<file path="src/rtl/ap1000_rst_pkg.sv">
// AP1000 reset sequencer shared types.
// State encodings and default delay constants.
package ap1000_rst_pkg;

   typedef enum logic [2:0] {
      WAIT_LOCK = 3'd0,
      DLY_PLB   = 3'd1,
      DLY_OPB   = 3'd2,
      DLY_CPU   = 3'd3,
      RUN       = 3'd4,
      SYS_HOLD  = 3'd5,
      CPU_HOLD  = 3'd6
   } rst_state_e;

   localparam int unsigned DEF_LOCK_STABLE_CYCLES = 16;
   localparam int unsigned DEF_PLB_DLY            = 8;
   localparam int unsigned DEF_OPB_DLY            = 8;
   localparam int unsigned DEF_CPU_DLY            = 16;
   localparam int unsigned DEF_SW_RST_CYCLES      = 32;
   localparam int unsigned DEF_CNT_W              = 8;

endpackage

</file>
<file path="src/rtl/ap1000_sync2.sv">
// Two-flop synchronizer, async active-low reset to 0.
// Brings the DCM lock indication into the PLB clock domain.
module ap1000_sync2 (
   input  logic clk,
   input  logic rst_n,
   input  logic d,
   output logic q
);

   logic s1;

   always_ff @(posedge clk or negedge rst_n) begin
      if (!rst_n) begin
         s1 <= 1'b0;
         q  <= 1'b0;
      end else begin
         s1 <= d;
         q  <= s1;
      end
   end

endmodule

</file>
<file path="src/rtl/ap1000_reset_sequencer.sv">
// AP1000 reset sequencer: lock qualification, ordered PLB/OPB/CPU
// release, software system/CPU resets and lock-loss recovery.
module ap1000_reset_sequencer
   import ap1000_rst_pkg::*;
#(
   parameter int unsigned LOCK_STABLE_CYCLES = DEF_LOCK_STABLE_CYCLES,
   parameter int unsigned PLB_DLY            = DEF_PLB_DLY,
   parameter int unsigned OPB_DLY            = DEF_OPB_DLY,
   parameter int unsigned CPU_DLY            = DEF_CPU_DLY,
   parameter int unsigned SW_RST_CYCLES      = DEF_SW_RST_CYCLES,
   parameter int unsigned CNT_W              = DEF_CNT_W
) (
   input  logic       fpga_plb_clk,
   input  logic       async_fpga_rst_n,
   input  logic       dcm_locked,
   input  logic       sys_rst_req,
   input  logic       cpu_rst_req,
   output logic       RSTPLB,
   output logic       RSTOPB,
   output logic       RSTCPU,
   output logic       rst_done,
   output logic [2:0] rst_state
);

   localparam logic [CNT_W-1:0] LOCK_LAST = CNT_W'(LOCK_STABLE_CYCLES - 1);
   localparam logic [CNT_W-1:0] PLB_LAST  = CNT_W'(PLB_DLY - 1);
   localparam logic [CNT_W-1:0] OPB_LAST  = CNT_W'(OPB_DLY - 1);
   localparam logic [CNT_W-1:0] CPU_LAST  = CNT_W'(CPU_DLY - 1);
   localparam logic [CNT_W-1:0] SW_LAST   = CNT_W'(SW_RST_CYCLES - 1);

   rst_state_e       state;
   logic [CNT_W-1:0] cnt;
   logic             lock_s;

   ap1000_sync2 u_lock_sync (
      .clk   (fpga_plb_clk),
      .rst_n (async_fpga_rst_n),
      .d     (dcm_locked),
      .q     (lock_s)
   );

   assign rst_state = state;

   always_ff @(posedge fpga_plb_clk or negedge async_fpga_rst_n) begin
      if (!async_fpga_rst_n) begin
         state    <= WAIT_LOCK;
         cnt      <= '0;
         RSTPLB   <= 1'b1;
         RSTOPB   <= 1'b1;
         RSTCPU   <= 1'b1;
         rst_done <= 1'b0;
      end else if (!lock_s && state != WAIT_LOCK) begin
         // Lock loss overrides everything, including pending requests.
         state    <= WAIT_LOCK;
         cnt      <= '0;
         RSTPLB   <= 1'b1;
         RSTOPB   <= 1'b1;
         RSTCPU   <= 1'b1;
         rst_done <= 1'b0;
      end else begin
         unique case (state)
            WAIT_LOCK: begin
               if (!lock_s) begin
                  cnt <= '0;
               end else if (cnt == LOCK_LAST) begin
                  state <= DLY_PLB;
                  cnt   <= '0;
               end else begin
                  cnt <= cnt + 1'b1;
               end
            end
            DLY_PLB: begin
               if (cnt == PLB_LAST) begin
                  state  <= DLY_OPB;
                  cnt    <= '0;
                  RSTPLB <= 1'b0;
               end else begin
                  cnt <= cnt + 1'b1;
               end
            end
            DLY_OPB: begin
               if (cnt == OPB_LAST) begin
                  state  <= DLY_CPU;
                  cnt    <= '0;
                  RSTOPB <= 1'b0;
               end else begin
                  cnt <= cnt + 1'b1;
               end
            end
            DLY_CPU: begin
               if (cnt == CPU_LAST) begin
                  state    <= RUN;
                  cnt      <= '0;
                  RSTCPU   <= 1'b0;
                  rst_done <= 1'b1;
               end else begin
                  cnt <= cnt + 1'b1;
               end
            end
            RUN: begin
               cnt <= '0;
               if (sys_rst_req) begin
                  state    <= SYS_HOLD;
                  RSTPLB   <= 1'b1;
                  RSTOPB   <= 1'b1;
                  RSTCPU   <= 1'b1;
                  rst_done <= 1'b0;
               end else if (cpu_rst_req) begin
                  state    <= CPU_HOLD;
                  RSTCPU   <= 1'b1;
                  rst_done <= 1'b0;
               end
            end
            SYS_HOLD: begin
               if (cnt == SW_LAST) begin
                  state <= WAIT_LOCK;
                  cnt   <= '0;
               end else begin
                  cnt <= cnt + 1'b1;
               end
            end
            CPU_HOLD: begin
               if (cnt == SW_LAST) begin
                  state    <= RUN;
                  cnt      <= '0;
                  RSTCPU   <= 1'b0;
                  rst_done <= 1'b1;
               end else begin
                  cnt <= cnt + 1'b1;
               end
            end
            default: begin
               state    <= WAIT_LOCK;
               cnt      <= '0;
               RSTPLB   <= 1'b1;
               RSTOPB   <= 1'b1;
               RSTCPU   <= 1'b1;
               rst_done <= 1'b0;
            end
         endcase
      end
   end

endmodule
</file>
<file path="config.mk">
export PLATFORM = sky130hd
export DESIGN_NAME = ap1000_reset_sequencer
export DESIGN_NICKNAME = d
export VERILOG_FILES = /design/src/rtl/ap1000_rst_pkg.sv /design/src/rtl/ap1000_sync2.sv /design/src/rtl/ap1000_reset_sequencer.sv
export SDC_FILE = /design/constraint.sdc
export NUM_CORES = 1
export LEC_CHECK = 0
export ABC_AREA = 1
export CORE_MARGIN = 2
export CORE_UTILIZATION = 50
export CTS_CLUSTER_DIAMETER = 30
export DETAILED_ROUTE_END_ITERATION = 10
export GPL_ROUTABILITY_DRIVEN = 0
export PLACE_DENSITY = 0.82
export REMOVE_ABC_BUFFERS = 1
export SYNTH_ARGS = -nofsm -noshare
export SYNTH_HDL_FRONTEND = slang
export SYNTH_SLANG_ARGS = --single-unit
</file>
<file path="constraint.sdc">
create_clock -name fpga_plb_clk -period 3.44 [get_ports fpga_plb_clk]
set_input_delay 0.688 -clock fpga_plb_clk [delete_from_list [all_inputs] [get_ports fpga_plb_clk]]
set_output_delay 0.688 -clock fpga_plb_clk [all_outputs]
set_load 0.02 [all_outputs]
</file>
Yosys cells after proc, flatten, opt, wreduce, memory -nomap -nowiden
Index checks and enable logic that the tools add are counted.
Widths: inputs -> output; s select.
- output and inout bits: 7
- bits of input ports: 5
- register bits: 17
- logic and storage cells: 78
- muxes and demuxes: 35
- reductions and logical operators: 13
- add/sub/neg operators: 1
- eq/ne operators: 21
- operators with widths (cell ; count):
    $mux 8 ; 5
    $pmux 8 s4 ; 1
    $mux 3 ; 10
    $ne 3x3->1 const B ; 7
    $pmux 3 s7 ; 1
    $mux 1 ; 14
    $reduce_or 5->1 ; 2
    $eq 3x3->1 const B ; 3
    $add 8x1->8 const B ; 1
    $eq 8x3->1 const B ; 1
    $eq 8x4->1 const B ; 1
    $eq 8x5->1 const B ; 1
    $pmux 1 s4 ; 2
    $reduce_and 8->1 ; 1
    $eq 3x2->1 const B ; 2
    $ne 2x1->1 const B ; 3
    $pmux 1 s3 ; 2
    $reduce_and 3->1 ; 2
    $ne 4x4->1 const B ; 1
    $reduce_and 4->1 ; 1
    $reduce_or 2->1 ; 2
    $reduce_or 4->1 ; 1
    $eq 3x1->1 const B ; 1
    $logic_not 3->1 ; 1
    other kinds (4) ; 4

Longest topological paths before layout
- depth after elaboration: 5
- depth in mapped cells: 10

Cells and area by module
Synthesis repeated with hierarchy kept, for this count alone.
- cells, all modules: 146
- area, all modules: 1131.1 um^2
- by module, submodules not included (module ; area each (um^2) ; instances ; cells an instance ; sequential area each (um^2)):
    ap1000_reset_sequencer ; 1081.0 ; 1 ; 144 ; 379.1
    ap1000_sync2 ; 50.0 ; 1 ; 2 ; 50.0

Worst setup path after synthesis
Ideal clock, no wire load.
- path type: register to register
- start: reg cnt[0]
- end: reg state[1], in the netlist rst_state[1]
- cell stages (with the launch flop): 11
- library setup time: 0.119 ns
- buffers on the path: 0
- path slack: 2.052 ns
- data arrival time: 1.270 ns
- path through: dfrtp_1 ha_1 nand2_2 nor2_1 nand3_2 nand2_1 nand2_1 nand2_2 nand3_2 nand2_1 nand2_1
- longest elaborated chain between the ends: 3
- elaborated cells between the ends (all ways): 10
- classes of those cells: eq/ne (9); reduce/logical (1)
- RTL lines (element ; line ; RTL):
    start, declared ; ap1000_reset_sequencer.sv:32 ; logic [CNT_W-1:0] cnt;
    start signal, assigned ; ap1000_reset_sequencer.sv:69 ; cnt <= cnt + 1'b1;
    start signal, assigned ; ap1000_reset_sequencer.sv:78 ; cnt <= cnt + 1'b1;
    start signal, assigned ; ap1000_reset_sequencer.sv:87 ; cnt <= cnt + 1'b1;
    $eq 8x5->1, or another cell as far along ; ap1000_reset_sequencer.sv:115, ap1000_reset_sequencer.sv:123 ;
    $ne 3x3->1 (no source line) ; - ;
    $reduce_and 8->1 (no source line) (*) ; - ;
    end signal, assigned ; ap1000_reset_sequencer.sv:116 ; state <= WAIT_LOCK;
    end signal, assigned ; ap1000_reset_sequencer.sv:124 ; state <= RUN;
    end signal, assigned ; ap1000_reset_sequencer.sv:133 ; state <= WAIT_LOCK;
    end, declared ; ap1000_reset_sequencer.sv:31 ; rst_state_e state;
Every way passes the cells marked *; elsewhere a longest branch is shown, timed or not.
A chain may end at the register's enable or synchronous reset.

Final worst setup path
- start: reg state[2], in the netlist rst_state[2]
- end: out rst_state[2]
- RTL lines (element ; line ; RTL):
    start signal, assigned ; ap1000_reset_sequencer.sv:46 ; state <= WAIT_LOCK;
    start signal, assigned ; ap1000_reset_sequencer.sv:54 ; state <= WAIT_LOCK;
    start signal, assigned ; ap1000_reset_sequencer.sv:66 ; state <= DLY_PLB;
    end, declared ; ap1000_reset_sequencer.sv:22 ; output logic [2:0] rst_state
No word-level cell between the ends.

==> flow_metrics.py <==
metrics = {
    "worst_setup_path": {
        "regToRegStartpoint": "rst_state[2]",
        "cp.arrival_ns": 1.65,
        "cp_top_family": "buffers and inverters",
        "path_buf_inv": 1,
        "crit_chain": "clkdlybuf4s50_1",
        "slowest_stage": "clkdlybuf4s50_1",
        "crit_required_ns": 2.75,
        "start_kind": "flip-flop",
        "cp-startpoint": "rst_state[2]",
        "end_kind": "output pin",
        "worstPathMaxFanout": 12,
        "cp_slowest_stage_delay_ns": 0.70,
        "worstSetupPathType": "reg -> out",
    },
    "place": {
        "portBuffers": 11,
        "pre_cts_ws_ns": 1.46,
        "dp_cells": 185,
        "dp_hpwl_um": 1870,
    },
    "routing": {
        "drc": 0,
        "num_vias": 1029,
        "dr.pass1.iters": 4,
        "drt_wl_total_um": 2520,
        "postRouteAntennaNets": 0,
        "initialDrtViolationCount": 23,
        "vias_per_cell": 5.44,
        "wl_per_cell_um": 13.3,
    },
    "sta": {
        "tightest_slew_ns": 0.800,
        "clock_skew_ns": 0.0107,
        "finalCriticalPeriod_ns": 2.34,
        "relSlewSlack_pct": 46.5,
        "max_freq_ghz": 0.427,
        "drv_slew": 0,
        "hold_viol_final": 0,
        "setup_slack_ns": 1.10,
        "finalCritPeriodShare_pct": 68.0,
        "rsz0062_at_grt": "no",
        "setup_viol": 0,
        "setup_tns_ns": 0,
    },
    "pwr": {
        "pwr-share-clk_pct": 9.8,
        "ir_worst_vdd_mv": 0.516,
        "seqPwrFrac_pct": 29.7,
        "intPower_w": 0.000582,
        "p_sw_w": 0.000559,
        "p_per_area_nw_per_um2": 854,
        "p_total_w": 0.00114,
        "sw_frac_of_total_pct": 49.0,
        "leakagePower_nw": 0.622,
        "p_comb_share_pct": 60.5,
    },
    "layout": {
        "nets": 168,
        "syn2layout_area_growth_pct": 14.0,
        "diodes": 0,
        "layoutNonFillerInstCount": 189,
        "drive_gt1_share_pct": 26.1,
    },
    "synth": {
        "yosys.area_share.adder_pct": 1.07,
        "synth-compound-area-share_pct": 6.94,
        "synth_xor_area_share_pct": 2.99,
        "ys_ff_latch": 17,
        "ys_warn_count": 0,
        "synthMuxAreaShare_pct": 0,
        "synth_top_family_by_area": "simple AND/OR/NAND/NOR gates",
        "synthSimpleGateAreaFrac_pct": 46.7,
        "netlist_area_um2": 1170,
        "synth-seq-area-share_pct": 36.6,
        "post_synth.cell_area_avg_um2": 7.98,
        "yosysUniqueCellTypes": 30,
        "syn_inst": 147,
    },
    "cts": {
        "clockBufferDepth": 2,
        "post_cts_resized": 0,
        "cts-root-buf": "clkbuf_4",
        "cts_tree": "done",
        "numCtsBuffers": 3,
        "cts_setup_buffers": 0,
        "clk_latency_ns": 0.30,
        "cts.clk_slew.worst_paths_ns": 0.11,
        "cts_sinks": 17,
        "cts-htree-levels": 1,
        "cts_hold_buf": 0,
    },
    "floorplanning": {
        "die_area_um2": 2750,
        "core-area_um2": 2210,
        "placementRows": 17,
        "io_pins": 12,
        "die_y_um": 52.4,
        "die_x_um": 52.4,
        "initial_core_util_pct": 53.0,
    },
    "global_route": {
        "grt_max_degree": 18,
        "grt_pass1_vias": 1029,
        "grt_pass1_wl_um": 4350,
        "grt.overflow.total": 0,
        "antenna_found_initial": 0,
        "grt_usage_pct": 21.6,
    },
    "outcome": {
        "status": "finished, final reports clean",
    },
    "run": {
        "cap_violations": 0,
    },
    "hold_path": {
        "hp-class": "reg -> reg",
        "min-delay-start": "u_lock_sync.s1",
    },
}
flip-flops by register name (all words and copies together) (netlist names):
name	flops
rst_state	3
u_lock_sync.s1	1
cnt	8
u_lock_sync.q	1
rst_done	1
RSTPLB	1
RSTCPU	1
RSTOPB	1
per-stage QoR:
step | utilization [%] | hold WS (ns) | area, um2
floorplan | - | 0.331 | 1160
global placement | 59.2 | 0.333 | 1310
detailed placement | 59.2 | 0.337 | 1310
CTS | 60.4 | 0.369 | 1340
global route | 60.4 | 0.382 | 1340
finish | 60.4 | 0.374 | 1340
power groups by stage:
stage,Sequential (W),Combinational [W],Clock [W]
5_1_grt,0.000347,0.000761,0.000123
3_5_place_dp,0.000341,0.000690,0
4_1_cts,0.000338,0.000693,0.000115
3_3_place_gp,0.000337,0.000671,0
6_report,0.000339,0.000690,0.000112
2_1_floorplan,0.000378,0.000471,0
cell families (layout without fill, tap and decap cells):
kind of cell	after synthesis	in the layout
AND/OR/NAND/NOR	97	97
flip-flops	17	17
AO/OA/AOI/OAI	12	12
buffers and inverters	16	30
adder cells (fa/ha/maj)	1	1
XOR/XNOR	4	4
cells in the final DEF, fill, tap and decap left out, types with 4 or more instances in the layout:
cell type | Yosys | layout
nand3_2 | 4 | 4
nor2_1 | 13 | 13
dfrtp_1 | 14 | 14
nor3_2 | 5 | 5
inv_1 | 11 | 11
nand2_2 | 8 | 8
nand2_4 | 4 | 4
nand2_1 | 36 | 36
nand3_1 | 12 | 12
clkdlybuf4s50_1 | 0 | 11
a21oi_1 | 4 | 4
xor2_1 | 4 | 4
per-layer routing:
metal / routed length [um] / vias to the layer above / track usage [%]
met3: 96 / 9 / 3.14
met1: 1120 / 486 / 25.8
met2: 1220 / 28 / 37.3
li1: - / 506 / -
met5: 0 / - / 0
met4: 74 / 0 / 10.7
synth_stat cells, drive strengths merged:
| master | n | share of area, % |
|---|---|---|
| nand2 | 48 | 20 |
| nor2 | 18 | 7.7 |
| nand3 | 16 | 8.5 |
| inv | 15 | 5.0 |
| dfrtp | 14 | 30 |
| nor3 | 5 | 4.3 |
| o21ai | 5 | 2.5 |
| a21oi | 4 | 1.7 |
| xor2 | 4 | 3.0 |
| dfstp | 3 | 6.7 |
| nand3b | 3 | 2.2 |
| nand4 | 3 | 1.6 |
| nor3b | 2 | 1.7 |
| or2 | 2 | 1.1 |
| a22oi | 1 | 0.64 |
| a31oi | 1 | 0.53 |
| buf | 1 | 0.64 |
| ha | 1 | 1.1 |
| o21bai | 1 | 1.6 |
final timing paths:
check,end,slack [ns],cells after the start
worst max-delay path,rst_state[2],1.10,1
worst min-delay path,u_lock_sync.q,0.37,0
worst max register to register,rst_state[2],1.78,9
worst min register to register,u_lock_sync.q,0.37,0
max in group asynchronous,rst_done,2.10,1
min in group asynchronous,cnt[1],0.84,1
layout make-up:
class | instances | area (um2)
inverter | 15 | 58.8
multi-input combinational | 114 | 677
sequential | 17 | 429
fill | 214 | 876
tap | 28 | 35.0
timing repair buffer | 11 | 110
clock buffer | 4 | 26.3
(Power assumes the default switching activity.)
==> RTL change, RTL diff (same flow settings) <==
Set the package constant `DEF_CNT_W` to 7 (it was 8).
--- a/src/rtl/ap1000_rst_pkg.sv
+++ b/src/rtl/ap1000_rst_pkg.sv
@@ -19,3 +19,3 @@
    localparam int unsigned DEF_SW_RST_CYCLES      = 32;
-   localparam int unsigned DEF_CNT_W              = 8;
+   localparam int unsigned DEF_CNT_W              = 7;
 
Check against the original RTL: same outputs for any inputs over 10 cycles, from zero or initial values and one cycle with async_fpga_rst_n low; that may be too few to reach the edited logic, so the function may still have changed.
==> RTL change against the unedited design <==
  * Combinational power fell by 0.7%
  * First-iteration DRC count rose by 78%
  * Final area fell by 6.3%
  * Sequential cell count down 1
  * Count of clock-buffer cells in the layout is the same
  * Routed wire length shrank 14%
  * Area after synthesis is 6.4% lower
  * Critical path depth is the same
  * Total power decreased by 0.62%
  * Worst setup slack better by 82 ps
  * Cell count increased by 3.2%
  * Clock skew shrank 0.88 ps
  * Clock power is 15% higher
  * Critical endpoint unchanged
  * Highest routed layer unchanged
==> RTL change: results (changes against the unedited design) <==
Parameter                              Value

STA
  Hold_ws ... 354.6 ps (was 373.7 ps)
  Clk_skew ... 9.842 ps (was 10.73 ps)
  Worst-margin pin slew ... 708.8 ps (was 800.2 ps)

Place
  Half-perimeter wire length after placement ... 1640 um (was 1870 um)
  Buffers on Ports ... 11 (unchanged)
  Worst setup timing slack at the placement stage ... 1528 ps (was 1456 ps)

Logic synthesis
  Most frequent cells after synthesis ... sky130_fd_sc_hd__nand2_1 (46), sky130_fd_sc_hd__nor2_1 (20), sky130_fd_sc_hd__inv_1 (18), sky130_fd_sc_hd__dfrtp_1 (13), sky130_fd_sc_hd__nand3_1 (13) (was sky130_fd_sc_hd__nand2_1 (36), sky130_fd_sc_hd__dfrtp_1 (14), sky130_fd_sc_hd__nor2_1 (13), sky130_fd_sc_hd__nand3_1 (12), sky130_fd_sc_hd__inv_1 (11))
  Biggest area contributors in the synthesized netlist ... sky130_fd_sc_hd__dfrtp_1 (30%), sky130_fd_sc_hd__nand2_1 (16%), sky130_fd_sc_hd__dfstp_2 (7.2%) (was sky130_fd_sc_hd__dfrtp_1 (30%), sky130_fd_sc_hd__nand2_1 (12%), sky130_fd_sc_hd__dfstp_2 (6.7%))
  Seq/Total Area, Yosys ... 36.83% (was 36.61%)
  Number of distinct library cells after synthesis ... 25 (was 30)

Route
  Sum of routed wire length over all layers ... 2170 um (was 2518 um)
  Via density ... 5.097 (was 5.444)
  Number of violations reported at the end of detailed-routing iteration 0 ... 41 (was 23)

Run status
  Outcome ... finished, final reports clean (unchanged)

GRT
  Tot GR Track Use ... 19.07% (was 21.55%)
  Number of global-route vias before repair ... 884 (was 1,029)
  Largest net degree at the start of global routing ... 17 (was 18)
  First-pass GRT wire length ... 3739 um (was 4353 um)

Cells and area
  Storage cell area ... 404.1 um^2 (was 429.2 um^2)
  Filler cell count ... 176 (was 214)
  Final #Nets ... 175 (was 168)
  Fraction of final layout cells with drive strength greater than 1 ... 16.67% (was 26.09%)
  Number of flip-flops in the largest register ... 7 (was 8)

Setup path
  Number of cells on the worst reg-to-reg path ... 8 (was 9)
  Crit Reg-Reg Endpoint ... rst_state[0] (was rst_state[2])
  Register-to-register setup slack ... 1690 ps (was 1780 ps)
  CP max stage delay ... 680 ps (was 700 ps)

Power and ir drop
  Highest ir drop seen on vdd ... 0.0005525 V (was 0.0005165 V)
  Static leakage ... 0.6644 nW (was 0.6219 nW)
==> RTL change: how the worst max path moves through the flow <==
stage          cells past startpoint          from            to  slack (ps)
5_1_grt                            1  rst_state[2]  rst_state[2]        1140
3_3_place_gp                       1  rst_state[2]  rst_state[2]        1550
6_report                           1  rst_state[2]  rst_state[2]        1180
2_1_floorplan                      9  rst_state[2]      rst_done        1830
4_1_cts                            1  rst_state[2]  rst_state[2]        1170
3_5_place_dp                       1  rst_state[2]  rst_state[2]        1530
==> RTL change: stage by stage <==
| step | instance area [um^2] | instances |
|---|---|---|
| 3_5_place_dp | 1216 | 191 |
| 2_1_floorplan | 1072 | 153 |
| 5_1_grt | 1252 | 195 |
| 4_1_cts | 1252 | 195 |
| 3_3_place_gp | 1216 | 191 |
| 6_report | 1252 | 195 |
==> RTL change: kinds of logic after synthesis <==
family | synth area share, %
AOI/OAI and AO/OA | 4.219
xor gates and xnor gates | 3.991
adders and majority gates | 1.140
buffers and inverters | 9.577
DFF | 36.83
and+or+nand+nor | 44.24
==> RTL change: cell type report <==
cell class | count | share of cell area (%)
Multi-Input combinational cell | 116 | 46.95
Timing Repair Buffer | 11 | 8.791
Sequential cell | 16 | 32.27
Inverter | 21 | 6.394
Tap cell | 27 | 2.697
Clock buffer | 4 | 2.897
==> RTL change: layer usage <==
metal  up-vias  track usage (%)  wire [um]
li1        510                -          -
met1       440            26.13       1023
met3         5            3.801        134
met5         -                0          0
met4         0            7.207         36
met2        39            29.82        975
==> RTL change: power by group <==
part | leakage [nW] | switching (mW) | internal, mW
sequential | 0.204 | 0.0639 | 0.255
clock | 0.0210 | 0.0645 | 0.0645
combinational | 0.440 | 0.432 | 0.254
==> RTL change: worst register-to-register path, stage by stage (launching register included) <==
cell and delay [ps]:
sky130_fd_sc_hd__dfrtp_1 590, sky130_fd_sc_hd__inv_1 170, sky130_fd_sc_hd__nand2_2 120, sky130_fd_sc_hd__nand2_2 170, sky130_fd_sc_hd__nand3_1 150, sky130_fd_sc_hd__nand2_1 100, sky130_fd_sc_hd__nor2_1 210, sky130_fd_sc_hd__nand3_1 110
sky130_fd_sc_hd__nand2_1 80
